## config.mk

```make
export PLATFORM = sky130hd
export DESIGN_NAME = tile_map_writer_flat
export DESIGN_NICKNAME = d
export VERILOG_FILES = /design/src/rtl/tile_map_writer_if.sv /design/src/rtl/tile_map_writer.sv /design/src/flat_wrapper.sv
export SDC_FILE = /design/constraint.sdc
export NUM_CORES = 1
export LEC_CHECK = 0
export BUFFER_PORTS_ARGS = -buffer_cell sky130_fd_sc_hd__buf_2
export CAP_MARGIN = 25
export CORE_MARGIN = 2
export CORE_UTILIZATION = 55
export CTS_CLUSTER_DIAMETER = 200
export DETAILED_ROUTE_END_ITERATION = 10
export PLACE_DENSITY = 0.86
export SYNTH_ARGS = -nofsm -noshare
export SYNTH_HDL_FRONTEND = slang
export SYNTH_SLANG_ARGS = --single-unit
```

## constraint.sdc

```tcl
create_clock -name clk -period 5.3 [get_ports clk]
set_input_delay 0.265 -clock clk [delete_from_list [all_inputs] [get_ports clk]]
set_output_delay 0.265 -clock clk [all_outputs]
set_load 0.01 [all_outputs]
```

## src/rtl/tile_map_writer_if.sv

```systemverilog
// Command and RAM write-port bundle for the tile map writer.
// The slave side is the writer engine; the master side is the CR16 I/O decode
// together with the RAM's second port.
interface tile_map_writer_if #(
   parameter int ADDR_W = 13,
   parameter int DATA_W = 16
);
   logic              cmd_valid;
   logic              cmd_ready;
   logic [1:0]        cmd_op;
   logic [6:0]        cmd_col;
   logic [5:0]        cmd_row;
   logic [DATA_W-1:0] cmd_data;
   logic [ADDR_W-1:0] raddr;
   logic [DATA_W-1:0] rdata;
   logic              we;
   logic [ADDR_W-1:0] waddr;
   logic [DATA_W-1:0] wdata;
   logic              busy;
   logic              done;
   logic              err;

   modport slave (
      input  cmd_valid, cmd_op, cmd_col, cmd_row, cmd_data, rdata,
      output cmd_ready, raddr, we, waddr, wdata, busy, done, err
   );

   modport master (
      output cmd_valid, cmd_op, cmd_col, cmd_row, cmd_data, rdata,
      input  cmd_ready, raddr, we, waddr, wdata, busy, done, err
   );
endinterface

```

## src/rtl/tile_map_writer.sv

```systemverilog
// Write-side engine for the 80x60 tile display RAM. Turns single commands
// (write cell, fill screen, scroll up one row) into sequenced RAM cycles.
// All RAM-side outputs are decoded from registered state, so the first RAM
// action of a command appears in the cycle after acceptance.
module tile_map_writer #(
   parameter int COLS   = 80,
   parameter int ROWS   = 60,
   parameter int ADDR_W = 13,
   parameter int DATA_W = 16
) (
   input  logic              clk,
   input  logic              clr,
   tile_map_writer_if.slave  bus
);

   typedef enum logic [2:0] {
      S_IDLE,
      S_CELL,
      S_FILL,
      S_SCR_RD,
      S_SCR_WR,
      S_SCR_FILL,
      S_ERR
   } state_t;

   localparam logic [ADDR_W-1:0] COLS_A      = ADDR_W'(COLS);
   localparam logic [ADDR_W-1:0] LAST_A      = ADDR_W'(COLS * ROWS - 1);
   localparam logic [ADDR_W-1:0] COPY_LAST_A = ADDR_W'((ROWS - 1) * COLS - 1);
   localparam logic [6:0]        COLS_C      = 7'(COLS);
   localparam logic [5:0]        ROWS_C      = 6'(ROWS);

   state_t            state_q, state_d;
   logic [ADDR_W-1:0] addr_q,  addr_d;   // write address / scroll copy index
   logic [DATA_W-1:0] data_q,  data_d;   // latched cmd_data
   logic [ADDR_W-1:0] raddr_q, raddr_d;  // read address, held outside SCR_RD

   logic [ADDR_W-1:0] cell_addr;
   logic              cell_ok;

   assign cell_addr = ADDR_W'(bus.cmd_row) * COLS_A + ADDR_W'(bus.cmd_col);
   assign cell_ok   = (bus.cmd_col < COLS_C) && (bus.cmd_row < ROWS_C);

   // State and datapath registers; clr returns everything to a clean IDLE.
   always_ff @(posedge clk) begin
      if (clr) begin
         state_q <= S_IDLE;
         addr_q  <= '0;
         data_q  <= '0;
         raddr_q <= '0;
      end else begin
         state_q <= state_d;
         addr_q  <= addr_d;
         data_q  <= data_d;
         raddr_q <= raddr_d;
      end
   end

   // Next-state logic and RAM/handshake outputs decoded from current state.
   always_comb begin
      state_d       = state_q;
      addr_d        = addr_q;
      data_d        = data_q;
      raddr_d       = raddr_q;
      bus.raddr     = raddr_q;
      bus.we        = 1'b0;
      bus.waddr     = addr_q;
      bus.wdata     = data_q;
      bus.done      = 1'b0;
      bus.err       = 1'b0;
      bus.cmd_ready = (state_q == S_IDLE);
      bus.busy      = (state_q != S_IDLE);

      case (state_q)
         S_IDLE: begin
            if (bus.cmd_valid) begin
               data_d = bus.cmd_data;
               case (bus.cmd_op)
                  2'b00: begin
                     if (cell_ok) begin
                        state_d = S_CELL;
                        addr_d  = cell_addr;
                     end else begin
                        state_d = S_ERR;
                     end
                  end
                  2'b01: begin
                     state_d = S_FILL;
                     addr_d  = '0;
                  end
                  2'b10: begin
                     state_d = S_SCR_RD;
                     addr_d  = '0;
                  end
                  default: state_d = S_ERR;
               endcase
            end
         end

         S_CELL: begin
            bus.we   = 1'b1;
            bus.done = 1'b1;
            state_d  = S_IDLE;
         end

         S_FILL: begin
            bus.we = 1'b1;
            if (addr_q == LAST_A) begin
               bus.done = 1'b1;
               state_d  = S_IDLE;
            end else begin
               addr_d = addr_q + 1'b1;
            end
         end

         S_SCR_RD: begin
            // Source cell sits one row below the destination.
            bus.raddr = addr_q + COLS_A;
            raddr_d   = addr_q + COLS_A;
            state_d   = S_SCR_WR;
         end

         S_SCR_WR: begin
            bus.we    = 1'b1;
            bus.wdata = bus.rdata;
            addr_d    = addr_q + 1'b1;
            state_d   = (addr_q == COPY_LAST_A) ? S_SCR_FILL : S_SCR_RD;
         end

         S_SCR_FILL: begin
            bus.we = 1'b1;
            if (addr_q == LAST_A) begin
               bus.done = 1'b1;
               state_d  = S_IDLE;
            end else begin
               addr_d = addr_q + 1'b1;
            end
         end

         S_ERR: begin
            bus.err = 1'b1;
            state_d = S_IDLE;
         end

         default: state_d = S_IDLE;
      endcase
   end

endmodule
```

## src/flat_wrapper.sv

```systemverilog
// flat-port wrapper written by rule: the top's interface ports become plain ports
module tile_map_writer_flat 
#(
   parameter int COLS   = 80,
   parameter int ROWS   = 60,
   parameter int ADDR_W = 13,
   parameter int DATA_W = 16
)
  (clk, clr, bus_cmd_valid, bus_cmd_op, bus_cmd_col, bus_cmd_row, bus_cmd_data, bus_rdata, bus_cmd_ready, bus_raddr, bus_we, bus_waddr, bus_wdata, bus_busy, bus_done, bus_err);
  tile_map_writer_if #(.ADDR_W(ADDR_W), .DATA_W(DATA_W)) bus_i ();
  input  logic clk;
  input  logic clr;
  input wire logic [$bits(bus_i.cmd_valid)-1:0] bus_cmd_valid;
  input wire logic [$bits(bus_i.cmd_op)-1:0] bus_cmd_op;
  input wire logic [$bits(bus_i.cmd_col)-1:0] bus_cmd_col;
  input wire logic [$bits(bus_i.cmd_row)-1:0] bus_cmd_row;
  input wire logic [$bits(bus_i.cmd_data)-1:0] bus_cmd_data;
  input wire logic [$bits(bus_i.rdata)-1:0] bus_rdata;
  output wire logic [$bits(bus_i.cmd_ready)-1:0] bus_cmd_ready;
  output wire logic [$bits(bus_i.raddr)-1:0] bus_raddr;
  output wire logic [$bits(bus_i.we)-1:0] bus_we;
  output wire logic [$bits(bus_i.waddr)-1:0] bus_waddr;
  output wire logic [$bits(bus_i.wdata)-1:0] bus_wdata;
  output wire logic [$bits(bus_i.busy)-1:0] bus_busy;
  output wire logic [$bits(bus_i.done)-1:0] bus_done;
  output wire logic [$bits(bus_i.err)-1:0] bus_err;
  assign bus_i.cmd_valid = bus_cmd_valid;
  assign bus_i.cmd_op = bus_cmd_op;
  assign bus_i.cmd_col = bus_cmd_col;
  assign bus_i.cmd_row = bus_cmd_row;
  assign bus_i.cmd_data = bus_cmd_data;
  assign bus_i.rdata = bus_rdata;
  assign bus_cmd_ready = bus_i.cmd_ready;
  assign bus_raddr = bus_i.raddr;
  assign bus_we = bus_i.we;
  assign bus_waddr = bus_i.waddr;
  assign bus_wdata = bus_i.wdata;
  assign bus_busy = bus_i.busy;
  assign bus_done = bus_i.done;
  assign bus_err = bus_i.err;
  tile_map_writer #(.COLS(COLS), .ROWS(ROWS), .ADDR_W(ADDR_W), .DATA_W(DATA_W)) u_core (.clk(clk), .clr(clr), .bus(bus_i));
endmodule
```

==> results by group, run 1 <==
Place
  – Post-placement setup slack: about 2.8 ns
  – Post-detailed-placement half-perimeter wirelength: between 5000 and 6000 um
  – Placer's final routability congestion estimate: 0.8945
  – Post-Place Cells: roughly 510
  – Number of buffer cells added on primary ports: between 90 and 100

Synth
  – Number of synthesized flops with an enable pin: 0
  – Library cell occupying the most area in the post-synthesis netlist: dfxtp_1
  – Synth warn: 0
  – Portion of synthesized cell area occupied by the leading cell type: 0.3035
  – Total nets after synthesis: 436
  – Mapped Cells: approximately 370
  – Post-synthesis area per instance: 8.065 um^2
  – Sequential-to-total area share from yosys stat: 0.3035
  – Leading register cell type out of synthesis: dfxtp_1
  – Synth top area cells: dfxtp_1, nand2_1, mux2_2
  – Count of distinct cell types in the synthesized netlist: 57
  – Flop and latch count out of synthesis: 45
  – Summed instance area of the synthesized netlist: 0.002968 mm^2
  – Fraction of registers with async set/reset: 0
  – Top cells by instance count after synthesis: nand2_1, dfxtp_1, a21oi_1, o21ai_0, mux2_2
  – Most repeated cell in the gate-level netlist after synthesis: nand2_1

Drt
  – Vias per cell: ~5.6
  – First DRT Iteration DRCs: 184
  – Number of nets with antenna violations after routing: 0
  – Length of the first detailed-routing pass in iterations: 5
  – Post-detailed-route wirelength per cell: ~14 um
  – Drc violations: 0
  – Final routed wirelength across all metal layers: approximately 7400 um
  – Total via count after detailed routing: ~2900

Critical path
  – Critical path required time: 5.04 ns
  – Endpoint arrival time on the critical path: roughly 2.3 ns
  – Largest driver fanout on the critical path: 16
  – Type of destination of the critical path: output port
  – Critical R2R Capture: u_core.bus.waddr[2]
  – Reg-to-reg slack, setup: 2.90 ns
  – Launching element type of the critical path: flop
  – Origin of the critical flop-to-flop path: u_core.bus.waddr[4]
  – Kind of critical path: reg2out
  – Number of cells on the worst reg-to-reg path: 7

STA
  – Slew HR: 0.4776
  – Total count of hold-check failures in the final report: 0
  – Slew at the pin closest to its max-slew limit: slightly below 0.8 ns
  – Maximum clock skew at final layout: just under 0.009 ns
  – Worst setup slack after layout: around 2.7 ns
  – Period utilisation layout: 0.4904
  – Unrepaired setup endpoints after global routing: no
  – Worst Hold Margin: approximately 0.18 ns
  – Achievable frequency: just under 400 MHz
  – Post-layout min period: 2.599 ns
  – Total setup violations reported at the end of the flow: 0
  – Setup total negative slack: 0 ns
  – Number of max-slew violations in the final report: 0

Clock network
  – Cell at the root of the clock tree: clkbuf_8
  – Clock H-tree levels: 2
  – CTS tree: yes
  – TritonCTS Sinks: 45
  – Source-to-sink clock delay at the later pin of the worst-skew pair: 0.31 ns
  – Largest buffer count on any clock path: 2
  – Number of buffers inserted to repair setup after CTS: 0
  – Count of hold-fix buffers inserted at cts: 0
  – Register clock-pin slew on the reported worst setup and hold paths: around 0.09 ns
  – Resize count post-CTS: 0
  – CTS buffer count: 5

Floorplanning
  – Number of ports placed on the die boundary: a little under 100
  – Total die area: between 0.006 and 0.007 mm^2
  – Site row count: 26
  – Initial core utilization: 0.5738
  – Die height: 77.46 um
  – Die Wd: about 77 um
  – Area of the core: ~0.0052 mm^2

Global route
  – Remaining Overflow, GRT: 0
  – Antenna violations before repair: 0
  – Global-route wire length before repair: ~12000 um
  – Number of global-route vias before repair: between 2000 and 3000
  – Overall track demand over capacity in global routing: 0.2443
  – Maximum number of pins on one net before global-route repair: 34

Final layout
  – Area occupied by registers: about 900 um^2
  – Antenna Cells: 0
  – Fraction of final layout cells sized beyond drive strength 1: 0.3044
  – Final non-filler cell total: 520
  – Multi-input combinational cell area: 0.001894 mm^2
  – Total of fill cells in the finished design: roughly 460
  – Final layout net count: 517
  – Synth-to-Final Area Change: 18.13%

Min path
  – Startpoint of the worst hold path: bus_cmd_data[9]
  – End point of the worst hold path: u_core.data_q[9]
  – Type of the most critical hold path: in2reg
  – Hold Path Depth: 3

Power
  – Power density over the cells: 306.8 mW/mm^2
  – Static Leakage: approximately 1.6 nW
  – Design Power: 0.001076 W
  – Worst IR drop on VDD: 0.0002082 V

Flow run
  – # Max-Cap Violations: 0

Status
  – Result of the run: finished clean
-- layout by cell type, fill, tap and decap left out, types with 2 or more instances in the layout --
cell / netlist / routed
buf_2: 9 / 96
nand2_1: 59 / 59
dfxtp_1: 45 / 45
a21oi_1: 39 / 39
o21ai_0: 22 / 22
mux2_2: 19 / 19
nor2_1: 18 / 18
and2_1: 17 / 17
ha_1: 16 / 16
inv_1: 14 / 14
xor2_1: 9 / 9
xnor2_1: 6 / 6
o21ai_1: 6 / 6
nand3_1: 5 / 5
nor3_1: 5 / 5
clkbuf_8: 0 / 5
nor2b_1: 3 / 3
nand4_1: 3 / 3
and4_1: 3 / 3
o211ai_1: 3 / 3
a32o_1: 3 / 3
o31ai_1: 3 / 3
a31oi_1: 3 / 3
or2_2: 2 / 2
nand3b_1: 2 / 2
nor2_2: 2 / 2
o21a_1: 2 / 2
a22oi_1: 2 / 2
nor3b_1: 2 / 2
o2111ai_1: 2 / 2
o32ai_1: 2 / 2
a21o_1: 2 / 2
o22ai_1: 2 / 2
a211oi_1: 2 / 2
nor4b_1: 2 / 2
fa_1: 2 / 2
-- per-stage QoR --
stage	util	cell area (um^2)
3_3_place_gp	0.6604	3416
6_report	0.6778	3506
2_1_floorplan	-	2968
3_5_place_dp	0.6604	3416
5_1_grt	0.6778	3506
4_1_cts	0.6778	3506
-- per-layer routing --
metal	track usage	routed length (um)	vias up
met5	0	0	-
met4	0.1000	81	0
met3	0.04302	525	8
met2	0.4043	3599	132
met1	0.3146	3162	1303
li1	-	-	1451
-- how the worst max path moves through the flow --
| stage | startpoint | to | slack, ns | cells after the start |
|---|---|---|---|---|
| 2_1_floorplan | bus_cmd_row[1] | u_core.bus.waddr[11] | 3.09 | 8 |
| 5_1_grt | u_core.state_q[2] | bus_wdata[7] | 2.58 | 4 |
| 6_report | u_core.state_q[2] | bus_wdata[4] | 2.70 | 4 |
| 3_3_place_gp | bus_cmd_row[1] | u_core.bus.waddr[11] | 2.87 | 9 |
| 3_5_place_dp | bus_cmd_row[1] | u_core.bus.waddr[11] | 2.77 | 9 |
| 4_1_cts | u_core.state_q[2] | bus_wdata[10] | 2.71 | 4 |
-- cell type report --
| class | instances | share of cell area |
|---|---|---|
| Multi-Input combinational cell | 287 | 0.5403 |
| Sequential cell | 45 | 0.2570 |
| Timing Repair Buffer | 96 | 0.1370 |
| Tap cell | 70 | 0.02498 |
| Clock buffer | 5 | 0.01963 |
| Inverter | 14 | 0.01499 |
| Clock inverter | 3 | 0.006067 |
-- kinds of logic (layout without fill, tap and decap cells) --
logic type	count (synthesis)	after routing	share of synthesized area
XOR/XNOR	15	15	0.04427
AND/OR/NAND/NOR	135	135	0.2352
flip-flops	45	45	0.3035
multiplexers	20	20	0.07547
AO/OA/AOI/OAI	99	99	0.2024
buffers and inverters	36	118	0.05818
adder cells (fa/ha/maj)	18	18	0.08094
-- power breakdown --
group	switching, W	internal (W)	total [W]
Clock	0.000125	0.0000936	0.000219
Sequential	0.0000592	0.000376	0.000435
Combinational	0.000241	0.000181	0.000422
Total	0.000426	0.000650	0.00108
-- critical path, stage by stage (launching register included) --
cell and delay [ns]:
dfxtp_1 0.52, or2b_4 0.35, nor2_2 0.61, mux2_2 0.42, buf_2 0.14
-- registers in the layout, indices dropped and copies added (netlist names) --
name and cells:
u_core.bus.waddr 13, u_core.state_q 3, u_core.data_q 16, u_core.raddr_q 13
No activity file was read; power rests on OpenSTA's default activity.
==> inputs of run 2 (changes only) <==
--- a/config.mk
+++ b/config.mk
@@ -5,13 +5,14 @@
 export SDC_FILE = /design/constraint.sdc
 export NUM_CORES = 1
 export LEC_CHECK = 0
+export ABC_AREA = 1
 export BUFFER_PORTS_ARGS = -buffer_cell sky130_fd_sc_hd__buf_2
 export CAP_MARGIN = 25
 export CORE_MARGIN = 2
-export CORE_UTILIZATION = 55
+export CORE_UTILIZATION = 47
 export CTS_CLUSTER_DIAMETER = 200
 export DETAILED_ROUTE_END_ITERATION = 10
-export PLACE_DENSITY = 0.86
+export PLACE_DENSITY = 0.77
 export SYNTH_ARGS = -nofsm -noshare
 export SYNTH_HDL_FRONTEND = slang
 export SYNTH_SLANG_ARGS = --single-unit
==> constraint.sdc (replaced) <==
create_clock -name clk -period 2.1 [get_ports clk]
set_input_delay 0.105 -clock clk [delete_from_list [all_inputs] [get_ports clk]]
set_output_delay 0.105 -clock clk [all_outputs]
set_load 0.01 [all_outputs]
==> results by group, run 2 <==
Clock network
  – Number of buffers inserted to repair setup after CTS: 0
  – Largest buffer count on any clock path: 2
  – Clock H-tree levels: 2
  – CTS buffer count: 5
  – Cell at the root of the clock tree: clkbuf_8
  – Count of hold-fix buffers inserted at cts: 0
  – Resize count post-CTS: 0
  – Register clock-pin slew on the reported worst setup and hold paths: roughly 0.08 ns
  – TritonCTS Sinks: 45
  – CTS tree: yes
  – Source-to-sink clock delay at the later pin of the worst-skew pair: 0.29 ns

Place
  – Post-detailed-placement half-perimeter wirelength: roughly 6300 um
  – Post-placement setup slack: -0.05830 ns
  – Number of buffer cells added on primary ports: 96
  – Placer's final routability congestion estimate: 0.9370
  – Post-Place Cells: around 660

Drt
  – Total via count after detailed routing: about 3300
  – Number of nets with antenna violations after routing: 0
  – Length of the first detailed-routing pass in iterations: 4
  – First DRT Iteration DRCs: roughly 200
  – Drc violations: 0
  – Vias per cell: 4.986
  – Post-detailed-route wirelength per cell: between 10 and 15 um
  – Final routed wirelength across all metal layers: roughly 8000 um

Critical path
  – Number of cells on the worst reg-to-reg path: 10
  – Critical path required time: approximately 2.0 ns
  – Sequence of cells on the critical path: nand2_1 -> nor2_1 -> nand2_1 -> xor2_1 -> o21a_1 -> inv_1 -> buf_2
  – Endpoint arrival time on the critical path: 1.85 ns
  – Kind of critical path: reg2out
  – Maximum cell stage delay along the critical path: 0.51 ns
  – Critical R2R Capture: u_core.bus.waddr[10]
  – Origin of the critical flop-to-flop path: u_core.bus.waddr[0]
  – Type of destination of the critical path: output port
  – Most used cell, CP: nand2_1
  – Reg-to-reg slack, setup: between 0.2 and 0.25 ns
  – Largest driver fanout on the critical path: 7
  – Slowest cell on the critical path: dfxtp_1
  – Launching element type of the critical path: flop

Final layout
  – Synth-to-Final Area Change: 21.12%
  – Highest-count cells in the layout ignoring fill and taps: nand2_1, buf_2, inv_1, o21ai_0, nor2_1
  – Final layout net count: between 600 and 700
  – Fraction of final layout cells sized beyond drive strength 1: 0.2560
  – Commonest non-fill, non-tap cell in the layout: nand2_1
  – Flip-flop count of the largest register after layout: 16
  – Antenna Cells: 0
  – Final non-filler cell total: 663
  – Register name with the most flops: u_core.data_q

Floorplanning
  – Initial core utilization: 0.4908
  – Die height: 85.66 um
  – Site row count: 29
  – Number of ports placed on the die boundary: between 90 and 100
  – Area of the core: ~0.0064 mm^2
  – Die Wd: between 80 and 90 um
  – Total die area: roughly 0.0073 mm^2

Status
  – Result of the run: finished clean

Global route
  – Global-route wire length before repair: between 10000 and 15000 um
  – Remaining Overflow, GRT: 0
  – Number of global-route vias before repair: a little over 3000
  – Maximum number of pins on one net before global-route repair: 33
  – Antenna violations before repair: 0
  – Overall track demand over capacity in global routing: 0.2210

Power
  – Switching Share: 0.4635
  – Static Leakage: about 2 nW
  – Cell internal power dissipation: 0.002411 W
  – Worst IR drop on VDD: 0.0007915 V
  – Psw: ~0.0021 W
  – Comb power frac: 0.537
  – Power density over the cells: about 1200 mW/mm^2
  – Seq pwr share: 0.314
  – Part of the power in the clock network: 0.148

Synth
  – Portion of synthesized cell area occupied by the leading cell type: 0.2874
  – Flop and latch count out of synthesis: 45
  – Synth warn: 0
  – Mapped Cells: 491
  – Number of synthesized flops with an enable pin: 0
  – Summed instance area of the synthesized netlist: between 0.003 and 0.004 mm^2
  – Most repeated cell in the gate-level netlist after synthesis: nand2_1
  – Sequential-to-total area share from yosys stat: 0.2874
  – Top cells by instance count after synthesis: nand2_1, inv_1, o21ai_0, dfxtp_1, nor2_1
  – Count of distinct cell types in the synthesized netlist: 34
  – Total nets after synthesis: 559
  – Fraction of registers with async set/reset: 0
  – Leading register cell type out of synthesis: dfxtp_1
  – Post-synthesis area per instance: about 6.4 um^2
  – Synth top area cells: dfxtp_1, nand2_1, o21ai_0
  – Library cell occupying the most area in the post-synthesis netlist: dfxtp_1

STA
  – Slew at the pin closest to its max-slew limit: between 0.7 and 0.8 ns
  – Setup total negative slack: 0 ns
  – Worst setup slack after layout: roughly 0.14 ns
  – Period utilisation layout: 0.9313
  – Maximum clock skew at final layout: slightly below 0.003 ns
  – Total count of hold-check failures in the final report: 0
  – Number of max-slew violations in the final report: 0
  – Total setup violations reported at the end of the flow: 0
  – Achievable frequency: about 510 MHz
  – Post-layout min period: 1.956 ns
  – Unrepaired setup endpoints after global routing: no
  – Slew HR: 0.5282

Flow run
  – # Max-Cap Violations: 0

Min path
  – End point of the worst hold path: u_core.data_q[10]
  – Startpoint of the worst hold path: bus_cmd_data[10]
  – Type of the most critical hold path: in2reg
  – Hold Path Depth: 3
run 2: cells by family after synthesis:
kind of cell | after synthesis | synth area share
simple gates | 233 | 0.3297
buf+inv | 87 | 0.1122
xor+xnor | 8 | 0.02236
compound gates | 100 | 0.1717
flops | 45 | 0.2874
fa+ha+maj | 18 | 0.07665
run 2: worst max-delay path, delay by kind of cell (launching register included):
| kind | cells | cell delay (ns) |
|---|---|---|
| buffers and inverters | 2 | 0.16 |
| AO/OA/AOI/OAI | 1 | 0.19 |
| XOR/XNOR | 1 | 0.15 |
| flip-flops | 1 | 0.51 |
| AND/OR/NAND/NOR | 3 | 0.55 |
run 2: metal layers:
layer / GRT usage / vias to the layer above / routed length (um)
met2: 0.3842 / 74 / 3862
met5: 0 / - / 0
met1: 0.2935 / 1473 / 3753
li1: - / 1754 / -
met4: 0.04473 / 0 / 64
met3: 0.03080 / 5 / 315
run 2: how the worst max path moves through the flow:
stage | depth (start not counted) | from | slack [ns] | endpoint
after floorplan | 12 | bus_cmd_row[1] | 0.24 | u_core.bus.waddr[9]
after global placement | 13 | bus_cmd_row[1] | 0.04 | u_core.bus.waddr[9]
after detailed placement | 12 | bus_cmd_row[1] | -0.06 | u_core.bus.waddr[11]
after CTS | 8 | u_core.bus.waddr[5] | 0.08 | bus_raddr[12]
after global routing | 7 | u_core.bus.waddr[8] | 0.009 | bus_raddr[12]
final | 7 | u_core.bus.waddr[8] | 0.14 | bus_raddr[12]
run 2: area by class of cell:
| type | count | area (um^2) |
|---|---|---|
| multi-input combinational | 359 | 1884 |
| fill | 654 | 2590 |
| clock inverter | 1 | 30.03 |
| clock buffer | 7 | 86.33 |
| sequential | 45 | 903.4 |
| tap | 77 | 96.34 |
| inverter | 73 | 277.8 |
| timing repair buffer | 101 | 518.0 |
run 2: power groups by stage:
stage	clock network [W]	logic, W	registers [W]
finish	0.000667	0.00241	0.00141
global placement	0	0.00236	0.00141
detailed placement	0	0.00241	0.00142
CTS	0.000682	0.00242	0.00140
floorplan	0	0.00167	0.00139
global route	0.000720	0.00273	0.00144
run 2: through the flow:
step | hold WS (ns) | area (um^2) | util | total power [W]
3_3_place_gp | 0.3847 | 3671 | 0.5748 | 0.003763
2_1_floorplan | 0.2960 | 3134 | - | 0.003063
6_report | 0.08889 | 3796 | 0.5944 | 0.004494
5_1_grt | 0.09979 | 3796 | 0.5944 | 0.004888
3_5_place_dp | 0.3944 | 3671 | 0.5748 | 0.003823
4_1_cts | 0.08490 | 3787 | 0.5931 | 0.004500
